==> src/rtl/lock_pkg.sv <==
// Shared types and defaults for the bathysphere airlock sequencer.
package lock_pkg;

    typedef enum logic [3:0] {
        IDLE,
        PUMP_PRE,
        OPEN_A,
        WAIT_IN,
        CLOSE_A,
        PUMP_XFER,
        OPEN_B,
        WAIT_OUT,
        CLOSE_B,
        ABORT
    } lock_state_t;

    typedef struct packed {
        logic outer_open;
        logic inner_open;
        logic filling;
        logic draining;
    } lock_cmd_t;

    localparam logic DIR_ARR = 1'b1;
    localparam logic DIR_DEP = 1'b0;

    localparam int LEVEL_MAX_DEFAULT     = 7;
    localparam int GATE_TICKS_DEFAULT    = 2;
    localparam int TIMEOUT_TICKS_DEFAULT = 10;

    // Entry side is the outer gate for arrivals, inner gate for departures.
    // Pumps are only ever commanded in pump states, where both gates are shut.
    function automatic lock_cmd_t decode_cmd(lock_state_t s, logic dir,
                                             logic below_target, logic above_target);
        lock_cmd_t cmd;
        cmd = '0;
        case (s)
            PUMP_PRE, PUMP_XFER: begin
                cmd.filling  = below_target;
                cmd.draining = above_target;
            end
            OPEN_A, WAIT_IN: begin
                cmd.outer_open = (dir == DIR_ARR);
                cmd.inner_open = (dir == DIR_DEP);
            end
            OPEN_B, WAIT_OUT: begin
                cmd.outer_open = (dir == DIR_DEP);
                cmd.inner_open = (dir == DIR_ARR);
            end
            default: cmd = '0;
        endcase
        return cmd;
    endfunction

endpackage

==> src/rtl/lock_cycle_controller_if.sv <==
// Request, sensor and command signals between the airlock sequencer and its surroundings.
interface lock_cycle_controller_if #(
    parameter int LEVEL_W = 3
);
    logic               tick;
    logic               arriving;
    logic               departing;
    logic               occupied;
    logic               outer_open;
    logic               inner_open;
    logic               filling;
    logic               draining;
    logic [LEVEL_W-1:0] level;
    logic               busy;
    logic               serving_arrival;

    modport master (
        output tick, arriving, departing, occupied,
        input  outer_open, inner_open, filling, draining, level, busy, serving_arrival
    );

    modport slave (
        input  tick, arriving, departing, occupied,
        output outer_open, inner_open, filling, draining, level, busy, serving_arrival
    );
endinterface

==> src/rtl/lock_tick_timer.sv <==
// Loadable down-counter advanced by the 1 Hz tick; done while the count sits at zero.
module lock_tick_timer #(
    parameter int W = 4
) (
    input  logic         clk,
    input  logic         reset,
    input  logic         tick,
    input  logic         load,
    input  logic [W-1:0] load_value,
    output logic         done
);
    logic [W-1:0] count;

    always_ff @(posedge clk or negedge reset) begin
        if (!reset) begin
            count <= '0;
        end else if (load) begin
            count <= load_value;
        end else if (tick && (count != '0)) begin
            count <= count - W'(1);
        end
    end

    assign done = (count == '0);
endmodule

==> src/rtl/lock_cycle_controller.sv <==
// Airlock sequencer: arbitrates arrival/departure requests and walks the chamber
// through gate/pump phases against a modelled water level.
//
// state     | meaning
// IDLE      | waiting for a request, round-robin arbitration
// PUMP_PRE  | pump chamber to the entry side's level
// OPEN_A    | entry gate travelling open
// WAIT_IN   | entry gate open, waiting for the bathysphere (with timeout)
// CLOSE_A   | entry gate travelling closed
// PUMP_XFER | pump chamber to the exit side's level
// OPEN_B    | exit gate travelling open
// WAIT_OUT  | exit gate open, waiting for the chamber to empty
// CLOSE_B   | exit gate travelling closed
// ABORT     | entry timed out, entry gate travelling closed
module lock_cycle_controller
    import lock_pkg::*;
#(
    parameter int LEVEL_MAX     = LEVEL_MAX_DEFAULT,
    parameter int LEVEL_W       = 3,
    parameter int GATE_TICKS    = GATE_TICKS_DEFAULT,
    parameter int TIMEOUT_TICKS = TIMEOUT_TICKS_DEFAULT
) (
    input  logic                    clk,
    input  logic                    reset,
    lock_cycle_controller_if.slave  bus
);
    localparam int TIMER_MAX = (TIMEOUT_TICKS > GATE_TICKS) ? TIMEOUT_TICKS : GATE_TICKS;
    localparam int TIMER_W   = $clog2(TIMER_MAX + 1);

    localparam logic [LEVEL_W-1:0] LVL_FULL = LEVEL_W'(LEVEL_MAX);
    localparam logic [TIMER_W-1:0] T_GATE   = TIMER_W'(GATE_TICKS);
    localparam logic [TIMER_W-1:0] T_WAIT   = TIMER_W'(TIMEOUT_TICKS);

    lock_state_t        state, state_next;
    logic               dir, dir_next;
    logic               prio_arr, prio_arr_next;
    logic [LEVEL_W-1:0] level_q, level_next;
    logic [LEVEL_W-1:0] entry_lvl, exit_lvl;
    logic [LEVEL_W-1:0] entry_lvl_next, exit_lvl_next, target_next;
    lock_cmd_t          cmd_next, cmd_q;
    logic               busy_q;
    logic               timer_load, timer_done;
    logic [TIMER_W-1:0] timer_value;

    assign entry_lvl      = (dir == DIR_ARR) ? LVL_FULL : '0;
    assign exit_lvl       = (dir == DIR_ARR) ? '0 : LVL_FULL;
    assign entry_lvl_next = (dir_next == DIR_ARR) ? LVL_FULL : '0;
    assign exit_lvl_next  = (dir_next == DIR_ARR) ? '0 : LVL_FULL;

    always_comb begin
        state_next    = state;
        dir_next      = dir;
        prio_arr_next = prio_arr;
        level_next    = level_q;
        case (state)
            IDLE: begin
                if (bus.arriving && bus.departing) begin
                    dir_next      = prio_arr ? DIR_ARR : DIR_DEP;
                    prio_arr_next = ~prio_arr;
                    state_next    = PUMP_PRE;
                end else if (bus.arriving) begin
                    dir_next   = DIR_ARR;
                    state_next = PUMP_PRE;
                end else if (bus.departing) begin
                    dir_next   = DIR_DEP;
                    state_next = PUMP_PRE;
                end
            end
            PUMP_PRE: begin
                if (level_q == entry_lvl) begin
                    state_next = OPEN_A;
                end else if (bus.tick) begin
                    level_next = (level_q < entry_lvl) ? level_q + LEVEL_W'(1)
                                                       : level_q - LEVEL_W'(1);
                end
            end
            OPEN_A: if (timer_done) state_next = WAIT_IN;
            WAIT_IN: begin
                if (bus.occupied) begin
                    state_next = CLOSE_A;
                end else if (timer_done) begin
                    state_next = ABORT;
                end
            end
            CLOSE_A: if (timer_done) state_next = PUMP_XFER;
            PUMP_XFER: begin
                if (level_q == exit_lvl) begin
                    state_next = OPEN_B;
                end else if (bus.tick) begin
                    level_next = (level_q < exit_lvl) ? level_q + LEVEL_W'(1)
                                                      : level_q - LEVEL_W'(1);
                end
            end
            OPEN_B:   if (timer_done) state_next = WAIT_OUT;
            WAIT_OUT: if (!bus.occupied) state_next = CLOSE_B;
            CLOSE_B, ABORT: if (timer_done) state_next = IDLE;
            default: state_next = IDLE;
        endcase
    end

    // Reload on every state entry so the first cycle of a state already counts ticks.
    assign timer_load  = (state_next != state);
    assign timer_value = (state_next == WAIT_IN) ? T_WAIT : T_GATE;

    // Commands are registered from the next state and level, so they line up with the state register.
    assign target_next = (state_next == PUMP_XFER) ? exit_lvl_next : entry_lvl_next;
    assign cmd_next    = decode_cmd(state_next, dir_next,
                                    level_next < target_next, level_next > target_next);

    always_ff @(posedge clk or negedge reset) begin
        if (!reset) begin
            state    <= IDLE;
            dir      <= DIR_DEP;
            prio_arr <= 1'b1;
            level_q  <= '0;
            cmd_q    <= '0;
            busy_q   <= 1'b0;
        end else begin
            state    <= state_next;
            dir      <= dir_next;
            prio_arr <= prio_arr_next;
            level_q  <= level_next;
            cmd_q    <= cmd_next;
            busy_q   <= (state_next != IDLE);
        end
    end

    lock_tick_timer #(
        .W (TIMER_W)
    ) u_timer (
        .clk        (clk),
        .reset      (reset),
        .tick       (bus.tick),
        .load       (timer_load),
        .load_value (timer_value),
        .done       (timer_done)
    );

    assign bus.outer_open      = cmd_q.outer_open;
    assign bus.inner_open      = cmd_q.inner_open;
    assign bus.filling         = cmd_q.filling;
    assign bus.draining        = cmd_q.draining;
    assign bus.level           = level_q;
    assign bus.busy            = busy_q;
    assign bus.serving_arrival = dir;
endmodule

==> src/flat_wrapper.sv <==
// flat-port wrapper written by rule: the top's interface ports become plain ports
module lock_cycle_controller_flat import lock_pkg::*;
#(
    parameter int LEVEL_MAX     = LEVEL_MAX_DEFAULT,
    parameter int LEVEL_W       = 3,
    parameter int GATE_TICKS    = GATE_TICKS_DEFAULT,
    parameter int TIMEOUT_TICKS = TIMEOUT_TICKS_DEFAULT
)
  (clk, reset, bus_tick, bus_arriving, bus_departing, bus_occupied, bus_outer_open, bus_inner_open, bus_filling, bus_draining, bus_level, bus_busy, bus_serving_arrival);
  lock_cycle_controller_if #(.LEVEL_W(LEVEL_W)) bus_i ();
  input  logic clk;
  input  logic reset;
  input wire logic [$bits(bus_i.tick)-1:0] bus_tick;
  input wire logic [$bits(bus_i.arriving)-1:0] bus_arriving;
  input wire logic [$bits(bus_i.departing)-1:0] bus_departing;
  input wire logic [$bits(bus_i.occupied)-1:0] bus_occupied;
  output wire logic [$bits(bus_i.outer_open)-1:0] bus_outer_open;
  output wire logic [$bits(bus_i.inner_open)-1:0] bus_inner_open;
  output wire logic [$bits(bus_i.filling)-1:0] bus_filling;
  output wire logic [$bits(bus_i.draining)-1:0] bus_draining;
  output wire logic [$bits(bus_i.level)-1:0] bus_level;
  output wire logic [$bits(bus_i.busy)-1:0] bus_busy;
  output wire logic [$bits(bus_i.serving_arrival)-1:0] bus_serving_arrival;
  assign bus_i.tick = bus_tick;
  assign bus_i.arriving = bus_arriving;
  assign bus_i.departing = bus_departing;
  assign bus_i.occupied = bus_occupied;
  assign bus_outer_open = bus_i.outer_open;
  assign bus_inner_open = bus_i.inner_open;
  assign bus_filling = bus_i.filling;
  assign bus_draining = bus_i.draining;
  assign bus_level = bus_i.level;
  assign bus_busy = bus_i.busy;
  assign bus_serving_arrival = bus_i.serving_arrival;
  lock_cycle_controller #(.LEVEL_MAX(LEVEL_MAX), .LEVEL_W(LEVEL_W), .GATE_TICKS(GATE_TICKS), .TIMEOUT_TICKS(TIMEOUT_TICKS)) u_core (.clk(clk), .reset(reset), .bus(bus_i));
endmodule
==> config.mk <==
export PLATFORM = sky130hd
export DESIGN_NAME = lock_cycle_controller_flat
export DESIGN_NICKNAME = d
export VERILOG_FILES = /design/src/rtl/lock_pkg.sv /design/src/rtl/lock_cycle_controller_if.sv /design/src/rtl/lock_tick_timer.sv /design/src/rtl/lock_cycle_controller.sv /design/src/flat_wrapper.sv
export SDC_FILE = /design/constraint.sdc
export NUM_CORES = 1
export LEC_CHECK = 0
export CAP_MARGIN = 40
export CORE_AREA = 2 2 64 66
export CTS_BUF_LIST = sky130_fd_sc_hd__clkbuf_4
export DETAILED_ROUTE_END_ITERATION = 10
export DIE_AREA = 0 0 66 68
export PLACE_DENSITY = 0.54
export SLEW_MARGIN = 20
export SYNTH_ARGS = -nofsm -noshare
export SYNTH_HDL_FRONTEND = slang
export SYNTH_HIERARCHICAL = 1
export SYNTH_SLANG_ARGS = --single-unit
==> constraint.sdc <==
create_clock -name clk -period 4.98 [get_ports clk]
set_input_delay 0.996 -clock clk [delete_from_list [all_inputs] [get_ports clk]]
set_output_delay 0.996 -clock clk [all_outputs]
set_load 0.005 [all_outputs]
==> flow_summary.yaml <==
worst_setup_path:
  cpLargestDelayFamily: "simple AND/OR/NAND/NOR gates"
  critPathLaunchType: "input port"
  cp.buffers_inverters: 1
  end_kind: "flip-flop"
  cpMaxStageDelayCell: "clkdlybuf4s50_1"
  criticalPathCategory: "in -> reg"
  cp.arrival_ns: 3.47
  crit_chain: "clkdlybuf4s50_1 > nand3_1 > a21boi_0 > or2_2 > a211oi_2 > xnor2_1 > ha_1 > nor2b_1 > o21ai_0 > nand2b_1 > nor3_1"
  regToRegSetupSlack_ns: 1.78
  critPathMaxStageDelay_ns: 0.60
  cp.required_ns: 5.19
  cp_max_fo: 8
synth:
  synthCells: 158
  syn_avg_cell_area_um2: 9.20
  synth_edf_count: 0
  synth-main-ff-cell: "dfrtp_1"
  ys_seq_area_share_pct: 31.1
  synth_seq_cells: 18
  synth_area_um2: 1450
  ys_warn_count: 6
  ys_types: 58
  async_flop_share_pct: 100
sta:
  fin_skew_ns: 0.00258
  max-slew-margin-rel_pct: 58.5
  timing.final.ws_setup_ns: 1.72
  period_needed_ns: 3.26
  drv_slew: 0
  hold_violations: 0
  setup_tns_ns: 0
  max_freq_mhz: 307
  setup_viol_count_final: 0
  tightest_slew_ns: 0.616
  fin_crit_sh_pct: 65.4
  grt_setup_unrepaired: "no"
global_route:
  grt_pass1_wl_um: 5580
  grt_overflow_total: 0
  antenna_found_initial: 0
  grt_usage_pct: 16.0
  first_global_vias: 1170
  grt_max_degree: 19
cells_and_area:
  diodes: 0
  final_cell_mix: "dfrtp_1, clkdlybuf4s50_1, inv_1, nand2_1, ha_1"
  layout_commonest_cell: "dfrtp_1"
  nFillCells: 383
  drive_gt1_share_pct: 10.5
  finalCoreUtilization_pct: 43.1
  syn_to_final_growth_pct: 14.3
  final_nets: 191
place:
  dp_hpwl_um: 2540
  pre_cts_ws_ns: 1.43
  place_congestion: 0.821
  numPortBuffers: 14
cts:
  postCtsHoldBufs: 0
  cts_repair_resize_count: 0
  clockRootBuffer: "clkbuf_4"
  clock_path_buffers: 2
  cts_htree_levels: 1
  worst_skew_pair.late_latency_ns: 0.29
  postCtsSetupBuffers: 0
  cts_buffers: 3
  clk_pin_slew_ns: 0.10
  cts.sinks: 18
  cts_tree: "done"
floorplan:
  core_um2: 3860
  start_util_pct: 37.7
  row_count: 23
  dieHeight_um: 68
  ioPinCount: 15
  die_width_um: 66
  dieArea_um2: 4490
route:
  vias: 1222
  wire_per_inst_um: 15.4
  drt.antenna.violating_nets: 0
  dr.pass1.iters: 4
  drt-total-wl_um: 3420
  remaining_drc_errors: 0
  drt_first_iter_violations: 45
  post_drt_via_cell_ratio: 5.50
power_and_ir_drop:
  totalPowerFinal_w: 0.00130
  p_leak_nw: 0.703
  vdd_drop_max_mv: 0.350
  powerDensity_nw_per_um2: 784
job:
  cap_violations: 0
worst_hold_path:
  hold_path_class: "reg -> reg"
run_status:
  outcome: "finished, final reports clean"
[synth_stat cells (all sizes together) (2+ instances only)]
master	count	area share, %
conb	2	0.52
ha	12	10
inv	14	3.6
nand2b	3	1.8
nand3	8	2.8
o21ai	9	3.1
o21bai	4	2.1
xnor2	3	1.8
mux2	4	3.1
nand2	13	3.4
nor4b	2	1.6
nor2b	3	1.3
nor4	3	2.3
a21oi	6	2.1
nor3b	4	2.8
o31a	2	1.2
nand3b	3	1.5
nor2	5	1.3
dfrtp	17	29
a221o	2	1.4
a211oi	2	1.4
nor3	6	2.1
or2	2	0.86
buf	6	2.8
[routing by layer]
| layer | part of all wire, % | up-vias | GRT usage, % |
|---|---|---|---|
| li1 | - | 599 | - |
| met2 | 47 | 19 | 27.0 |
| met5 | 0 | - | 0 |
| met1 | 50 | 602 | 22.7 |
| met4 | 0.47 | 0 | 3.83 |
| met3 | 2.5 | 2 | 0.987 |
[state kept, by name (all words and copies together), names as in the netlist]
name,count
u_core/bus.draining,1
u_core/bus.filling,1
u_core/bus.inner_open,1
u_core/bus.outer_open,1
u_core/bus.level,3
u_core/state,4
u_core/bus.busy,1
u_core/u_timer/count,4
u_core/prio_arr,1
u_core/bus.serving_arrival,1
[per-stage QoR]
step / hold slack (ns) / instances / area, µm²
floorplan: 0.469 / 159 / 1460
global placement: 0.482 / 217 / 1620
detailed placement: 0.479 / 217 / 1620
CTS: 0.498 / 221 / 1650
global route: 0.518 / 222 / 1660
finish: 0.495 / 222 / 1660
[cell type report]
cell class / instances / area (µm²) / share of cell area [%]
multi-input combinational: 121 / 913 / 55.0
inverter: 14 / 52.6 / 3.16
sequential: 18 / 452 / 27.2
clock inverter: 1 / 3.75 / 0.226
tap: 50 / 62.6 / 3.77
clock buffer: 3 / 22.5 / 1.36
timing repair buffer: 15 / 155 / 9.34
[where the power goes]
group	internal (W)	leakage [nW]	switching, W
clock network	0.0000291	0.0154	0.0000462
logic	0.000417	0.465	0.000491
registers	0.000219	0.222	0.000101
total	0.000665	0.703	0.000638
[worst paths after layout]
check,start,endpoint,cells past startpoint
worst max-delay path,bus_occupied,u_core/bus.filling$_DFF_PN0_,11
worst min-delay path,u_core/prio_arr$_DFFE_PN1P_,u_core/prio_arr$_DFFE_PN1P_,1
worst max register to register,u_core/u_timer/count[0]$_DFFE_PN0P_,u_core/bus.filling$_DFF_PN0_,13
worst min register to register,u_core/prio_arr$_DFFE_PN1P_,u_core/prio_arr$_DFFE_PN1P_,1
max in group asynchronous,reset,u_core/prio_arr$_DFFE_PN1P_,2
min in group asynchronous,reset,u_core/bus.level[2]$_DFF_PN0_,1
[kinds of logic after synthesis]
family                     Yosys count  synth area share, %
buffers and inverters               20                 6.37
AOI/OAI and AO/OA                   41                 21.9
muxes                                4                 3.10
other                                2                0.517
adders and majority gates           12                 10.3
and+or+nand+nor                     57                 24.3
DFF                                 18                 31.1
xor gates and xnor gates             4                 2.41
(Power assumes the default switching activity.)
